<file path="config.mk">
export PLATFORM = sky130hd
export DESIGN_NAME = mips_wb_capture
export DESIGN_NICKNAME = d
export VERILOG_FILES = /design/src/rtl/mips_wb_capture.sv
export SDC_FILE = /design/constraint.sdc
export NUM_CORES = 1
export LEC_CHECK = 0
export CORE_MARGIN = 2
export CORE_UTILIZATION = 30
export CTS_CLUSTER_DIAMETER = 60
export CTS_CLUSTER_SIZE = 14
export DETAILED_ROUTE_END_ITERATION = 10
export PLACE_DENSITY = 0.53
export SLEW_MARGIN = 20
export SYNTH_ARGS = -nofsm -noshare
export SYNTH_HDL_FRONTEND = slang
export SYNTH_SLANG_ARGS = --single-unit
export TNS_END_PERCENT = 20
</file>
<file path="constraint.sdc">
create_clock -name clk -period 8.19 [get_ports clk]
set_input_delay 1.638 -clock clk [delete_from_list [all_inputs] [get_ports clk]]
set_output_delay 1.638 -clock clk [all_outputs]
set_load 0.03 [all_outputs]
</file>
<file path="src/rtl/mips_wb_capture.sv">
// Write-back observer: timestamps every WB register write into a FWFT FIFO
// drained with valid/ready, and mirrors the writes into a shadow register file.
module mips_wb_capture #(
  parameter int DEPTH   = 8,
  parameter int PTR_W   = 3,
  parameter int DATA_W  = 16,
  parameter bit R0_ZERO = 1'b1
) (
  input  logic              clk,
  input  logic              rst,
  input  logic              reg_write_en,
  input  logic [2:0]        reg_write_dest,
  input  logic [DATA_W-1:0] reg_write_data,
  input  logic              cap_ready,
  input  logic              flush,
  input  logic              clear_err,
  input  logic [2:0]        shadow_addr_1,
  input  logic [2:0]        shadow_addr_2,
  output logic              cap_valid,
  output logic [2:0]        cap_dest,
  output logic [DATA_W-1:0] cap_data,
  output logic [15:0]       cap_cycle,
  output logic [PTR_W:0]    fifo_count,
  output logic              overflow,
  output logic [7:0]        drop_count,
  output logic [DATA_W-1:0] shadow_data_1,
  output logic [DATA_W-1:0] shadow_data_2
);

  localparam logic [PTR_W:0] DEPTH_C = (PTR_W+1)'(DEPTH);

  // Handshake: an entry leaves the FIFO on a rising edge where cap_valid and
  // cap_ready are both 1; cap_* hold steady while cap_valid=1 and cap_ready=0.

  logic [2:0]        mem_dest_q  [DEPTH];
  logic [DATA_W-1:0] mem_data_q  [DEPTH];
  logic [15:0]       mem_cycle_q [DEPTH];
  logic [DATA_W-1:0] shadow_q    [8];

  logic [PTR_W-1:0] wr_ptr_q, wr_ptr_d;
  logic [PTR_W-1:0] rd_ptr_q, rd_ptr_d;
  logic [PTR_W:0]   count_q, count_d;
  logic [15:0]      cycle_q;
  logic             overflow_q, overflow_d;
  logic [7:0]       drop_count_q, drop_count_d;

  logic empty, full, pop, push_ok, drop, shadow_we;

  assign empty = (count_q == '0);
  assign full  = (count_q == DEPTH_C);
  // Flush discards any push or pop in its edge and never counts as a drop.
  assign pop     = !empty && cap_ready && !flush;
  assign push_ok = reg_write_en && !flush && (!full || cap_ready);
  assign drop    = reg_write_en && !flush && full && !cap_ready;

  assign shadow_we = reg_write_en && !(R0_ZERO && (reg_write_dest == 3'd0));

  always_comb begin
    wr_ptr_d     = wr_ptr_q;
    rd_ptr_d     = rd_ptr_q;
    count_d      = count_q;
    overflow_d   = overflow_q;
    drop_count_d = drop_count_q;
    if (flush) begin
      wr_ptr_d = '0;
      rd_ptr_d = '0;
      count_d  = '0;
    end else begin
      if (push_ok) wr_ptr_d = wr_ptr_q + PTR_W'(1);
      if (pop)     rd_ptr_d = rd_ptr_q + PTR_W'(1);
      if (push_ok && !pop)      count_d = count_q + (PTR_W+1)'(1);
      else if (!push_ok && pop) count_d = count_q - (PTR_W+1)'(1);
    end
    // A drop in the same edge as clear_err leaves a fresh error behind.
    if (clear_err) begin
      overflow_d   = drop;
      drop_count_d = drop ? 8'd1 : 8'd0;
    end else if (drop) begin
      overflow_d = 1'b1;
      if (drop_count_q != 8'hFF) drop_count_d = drop_count_q + 8'd1;
    end
  end

  always_ff @(posedge clk or negedge rst) begin
    if (!rst) begin
      wr_ptr_q     <= '0;
      rd_ptr_q     <= '0;
      count_q      <= '0;
      cycle_q      <= '0;
      overflow_q   <= 1'b0;
      drop_count_q <= '0;
    end else begin
      wr_ptr_q     <= wr_ptr_d;
      rd_ptr_q     <= rd_ptr_d;
      count_q      <= count_d;
      cycle_q      <= cycle_q + 16'd1;
      overflow_q   <= overflow_d;
      drop_count_q <= drop_count_d;
    end
  end

  always_ff @(posedge clk or negedge rst) begin
    if (!rst) begin
      for (int i = 0; i < DEPTH; i++) begin
        mem_dest_q[i]  <= '0;
        mem_data_q[i]  <= '0;
        mem_cycle_q[i] <= '0;
      end
    end else if (push_ok) begin
      mem_dest_q[wr_ptr_q]  <= reg_write_dest;
      mem_data_q[wr_ptr_q]  <= reg_write_data;
      mem_cycle_q[wr_ptr_q] <= cycle_q;
    end
  end

  always_ff @(posedge clk or negedge rst) begin
    if (!rst) begin
      for (int i = 0; i < 8; i++) shadow_q[i] <= '0;
    end else if (shadow_we) begin
      shadow_q[reg_write_dest] <= reg_write_data;
    end
  end

  assign cap_valid  = !empty;
  assign cap_dest   = empty ? '0 : mem_dest_q[rd_ptr_q];
  assign cap_data   = empty ? '0 : mem_data_q[rd_ptr_q];
  assign cap_cycle  = empty ? '0 : mem_cycle_q[rd_ptr_q];
  assign fifo_count = count_q;
  assign overflow   = overflow_q;
  assign drop_count = drop_count_q;

  assign shadow_data_1 = shadow_q[shadow_addr_1];
  assign shadow_data_2 = shadow_q[shadow_addr_2];

endmodule

</file>
**Yosys cells after proc, flatten, opt, wreduce, memory -nomap -nowiden**

Cells that the tools add are included.

- Register bits: 443
- Input port bits: 31
- Output and inout bits: 81
- Logic and storage cells: 126

- Add/subtract/negate cells: 6
- Magnitude comparators: 7
- Eq/ne operators: 2
- Muxes and demuxes: 41
- Bitwise operators: 5
- Reduce and logical (&&, ||, !) cells: 27

Operator list:

| kind | count |
|---|---|
| $bwmux 128 | 3 |
| $bmux 16 s3 | 4 |
| $mux 16 | 12 |
| $demux 16 s3 | 2 |
| $bwmux 24 | 1 |
| $mux 3 | 8 |
| $mux 8 | 3 |
| $ge 4x4->1 const B | 5 |
| $not 3->4 | 5 |
| $add 16x1->16 const B | 1 |
| $mux 4 | 3 |
| $logic_and 1x1->1 | 11 |
| $bmux 3 s3 | 1 |
| $demux 3 s3 | 1 |
| $add 8x1->8 const B | 1 |
| $lt 4x1->1 const B | 2 |
| $ne 8x8->1 const B | 1 |
| $reduce_bool 2->1 | 4 |
| $logic_not 1->1 | 7 |
| $add 3x1->3 const B | 2 |
| $add 4x1->4 const B | 1 |
| $eq 4x4->1 const B | 1 |
| $logic_not 4->1 | 1 |
| $sub 4x1->4 const B | 1 |
| other kinds (5) | 7 |

**Longest topological paths before layout**

- Depth after elaboration: 9
- Mapped depth: 7
- Gate-level depth less buffers: 7

**Worst setup path before layout**

Ideal clock, no wire load.

- Kind: input to output
- Start point: in shadow_addr_1[0]
- End point: out shadow_data_1[0]
- Arrival: 3302 ps
- Data required time: 6552 ps
- Setup slack: 3250 ps
- Stages: 4
- Path buffers: 2
- Cells stage by stage: clkbuf_1 buf_1 mux4_2 mux2_2

- Cells in the longest elaborated chain, start to end: 4

Ends and longest elaborated chain:

| what | RTL line | RTL |
|---|---|---|
| start: declaration | 17 | `input logic [2:0] shadow_addr_1,` |
| $not 3->4 (implied by the code) | 132 | `assign shadow_data_1 = shadow_q[shadow_addr_1];` |
| $bmux 16 s3 | 132 |  |
| $mux 16 (implied by the code) (2 in series) | 132 |  |
| end: declaration | 26 | `output logic [DATA_W-1:0] shadow_data_1,` |

No other way between the ends. The select of a mux whose other input is x is not followed.

**Final worst setup path**

- Start point: in shadow_addr_2[0]
- End point: out shadow_data_2[7]

- Cells in the longest elaborated chain, start to end: 4

Ends and longest elaborated chain:

| what | RTL line | RTL |
|---|---|---|
| start: declaration | 18 | `input logic [2:0] shadow_addr_2,` |
| $not 3->4 (implied by the code) | 133 | `assign shadow_data_2 = shadow_q[shadow_addr_2];` |
| $bmux 16 s3 | 133 |  |
| $mux 16 (implied by the code) (2 in series) | 133 |  |
| end: declaration | 27 | `output logic [DATA_W-1:0] shadow_data_2` |

No other way between the ends. The select of a mux whose other input is x is not followed.

==> qor.csv <==
metric,value,unit
sequential area share after synthesis,0.5285,
Yosys top cell by area,dfrtp_1,
Initial Util,0.3043,
first-pass GRT wire length,78940,um
pins over their slew limit,0,
via count,11770,
top cell type's share of synthesized area,0.5285,
core footprint,68950,um2
max-cap viol count,0,
VDD IR max,0.0001387,V
WL/cell,21.40,um
post-route cell area,24360,um2
first drt pass iteration count,5,
area grow syn2layout,16.13,%
hpwl dp,30240,um
CTS sink cnt,443,
CP endpoint kind,primary output,
Worst Skew,0.02659,ns
Slew HR,0.3179,
Fin Setup TNS,0,ns
Crit-path slowest cell,clkdlybuf4s50_1,
post_cts resized,0,
Max clock buf depth,3,
# DRC,0,
Synth area leaders,"dfrtp_1 (53%), mux2_2 (23%), mux4_2 (14%)",
Pwr Density,278.7,nW/um2
IO buf count,111,
WP data arrival,4.02,ns
WS Path Type,input port to primary output,
H-tree depth,2,
Lkg Pwr,10.40,nW
TritonCTS Buffers,43,
Chip Height,268.4,um
Rows,96,
I/O pin total,112,
number of antenna violations at the first check in global routing,0,
Ys Warns,0,
synthesized area,20980,um2
Tmin final,5.662,ns
via/cell ratio,4.981,
Hold/Removal Path Class,register to register,
"Distinct cells, synth",48,
RSZ-0062 raised after global routing,no,
final weighted congestion in routability-driven placement,0.7257,
"Reg clk slew, reported paths",0.06,ns
Critical Path RT,6.55,ns
number of synthesized register bits,443,
WL final,50560,um
Worst Setup Start Kind,input port,
CTS root buf,clkbuf_16,
status,completed,
maximum fanout along the worst path,17,
max frequency,176.6,MHz
die footprint,72060,um2
drt initial violations,495,
largest net degree at the start of global routing,183,
Syn Area/Cell,15.38,um2
total track usage,0.1424,
cts-stage hold buffer count,0,
Final ANT Viol Nets,0,
number of global-route vias before repair,12830,
CTS tree,done,
postcts setup bufs,0,
Slew @ Worst Pin,1.023,ns
"Critical Path, Cell by Cell","buf_2, buf_4, mux4_2, mux2_2, clkdlybuf4s50_1",
"Top FF cell, synth",dfrtp_1,
crit-path max cell delay,0.60,ns
Post-synth EDFFs,0,
"Remaining Overflow, GRT",0,
die width,268.4,um
# nets final,1451,
fraction of layout cells with a size suffix above 1,0.4654,
Synth async-reset ratio,1.000,
Area after DPL,23000,um2
Final Total Pwr,0.006790,W
Final setup viols,0,
Tcrit/Tclk final,0.6913,
WHS,0.3933,ns
Synth Net Count,1402,
Hold Fails Final Rpt,0,
Worst-Skew Late Latency,0.59,ns
Syn Inst Count,1364,
[report_power, final]
group / switching, W / leakage, nW / internal, W
logic: 0.000982 / 3.98 / 0.00101
clock network: 0.000886 / 0.641 / 0.00108
registers: 0.000278 / 5.78 / 0.00256
[sequential cells by signal (all words and copies together), names as in the netlist, 4 cells and up]
name	flops
mem_cycle_q	128
mem_data_q	128
shadow_q	128
mem_dest_q	24
cycle_q	16
drop_count	8
fifo_count	4
[cell type report]
cell class	instances	area [um2]
Tap cell	931	1165
Clock inverter	16	216.5
Multi-Input combinational cell	779	9389
Clock buffer	47	1111
Sequential cell	443	11090
Antenna cell	1	2.502
Inverter	8	30.03
Timing Repair Buffer	138	1354
Fill cell	6608	44580
[worst paths after layout]
path / cells after the start / slack, ns / from / endpoint
max: 5 / 2.53 / shadow_addr_2[0] / shadow_data_2[7]
min: 0 / 0.39 / shadow_q[125] / shadow_q[125]
max reg2reg: 5 / 5.07 / fifo_count[0] / mem_data_q[126]
min reg2reg: 0 / 0.39 / shadow_q[125] / shadow_q[125]
max in group asynchronous: 2 / 5.59 / rst / rd_ptr_q[0]
min in group asynchronous: 1 / 1.03 / rst / shadow_q[108]
[cell usage after synthesis (all sizes together) (2+ instances only)]
cell type and n:
dfrtp 443, mux2 425, mux4 134, clkbuf 88, nor2 48, buf 46, mux2i 37, nand3 22
xnor2 12, a21oi 11, inv 8, nand2 7, nor3 7, xor2 7, and3 6, ha 6
nand4 6, or4 5, o21ai 4, o31ai 4, nand2b 3, nand4b 3, nor2b 3, or3 3
and4 2, nand3b 2, nor3b 2, nor4bb 2, o211ai 2, o41ai 2
[routing by layer]
layer  routed length (um)  part of all wire  global-route usage  vias up
li1                     -                 -                   -     5166
met3                 1700             0.034             0.02073       63
met5                    0                 0                   0        -
met2                24510              0.48              0.2381      165
met4                  972             0.019             0.03904        0
met1                23380              0.46              0.1936     6376
[worst max-delay path: cells and delay by family]
kind	cells	cell delay, ns
muxes	2	0.84
buffers and inverters	3	1.52
[stage by stage]
step | instances | setup WS [ns] | utilization
floorplan | 1364 | 3.250 | -
global placement | 2298 | 2.469 | 0.3337
detailed placement | 2298 | 2.469 | 0.3337
CTS | 2361 | 2.464 | 0.3529
global route | 2362 | 2.374 | 0.3533
finish | 2363 | 2.528 | 0.3534
[logic make-up (layout without fill, tap and decap cells)]
family,after synthesis,after routing,share of synthesized area
flops,443,443,0.5285
mux,596,596,0.3897
xor+xnor,19,19,0.007933
buf+inv,142,209,0.02762
other cells,0,1,0
simple gates,125,125,0.03173
fa+ha+maj,7,7,0.004533
compound gates,32,32,0.01008
[layout by cell type, fill, tap and decap left out, drive strengths merged, types with 4 or more instances in the layout]
master,Yosys,routed
nor2,48,48
buf,46,30
dfrtp,443,443
mux2,425,425
nand2,7,7
o31ai,4,4
clkinv,0,6
or4,5,5
mux4,134,134
nand4,6,6
ha,6,6
a21oi,11,11
xor2,7,7
and3,6,6
inv,8,12
clkbuf,88,47
nor3,7,7
o21ai,4,4
nand3,22,22
clkdlybuf4s50,0,108
xnor2,12,12
mux2i,37,37
Note: power is estimated with default switching activity, not from simulation.
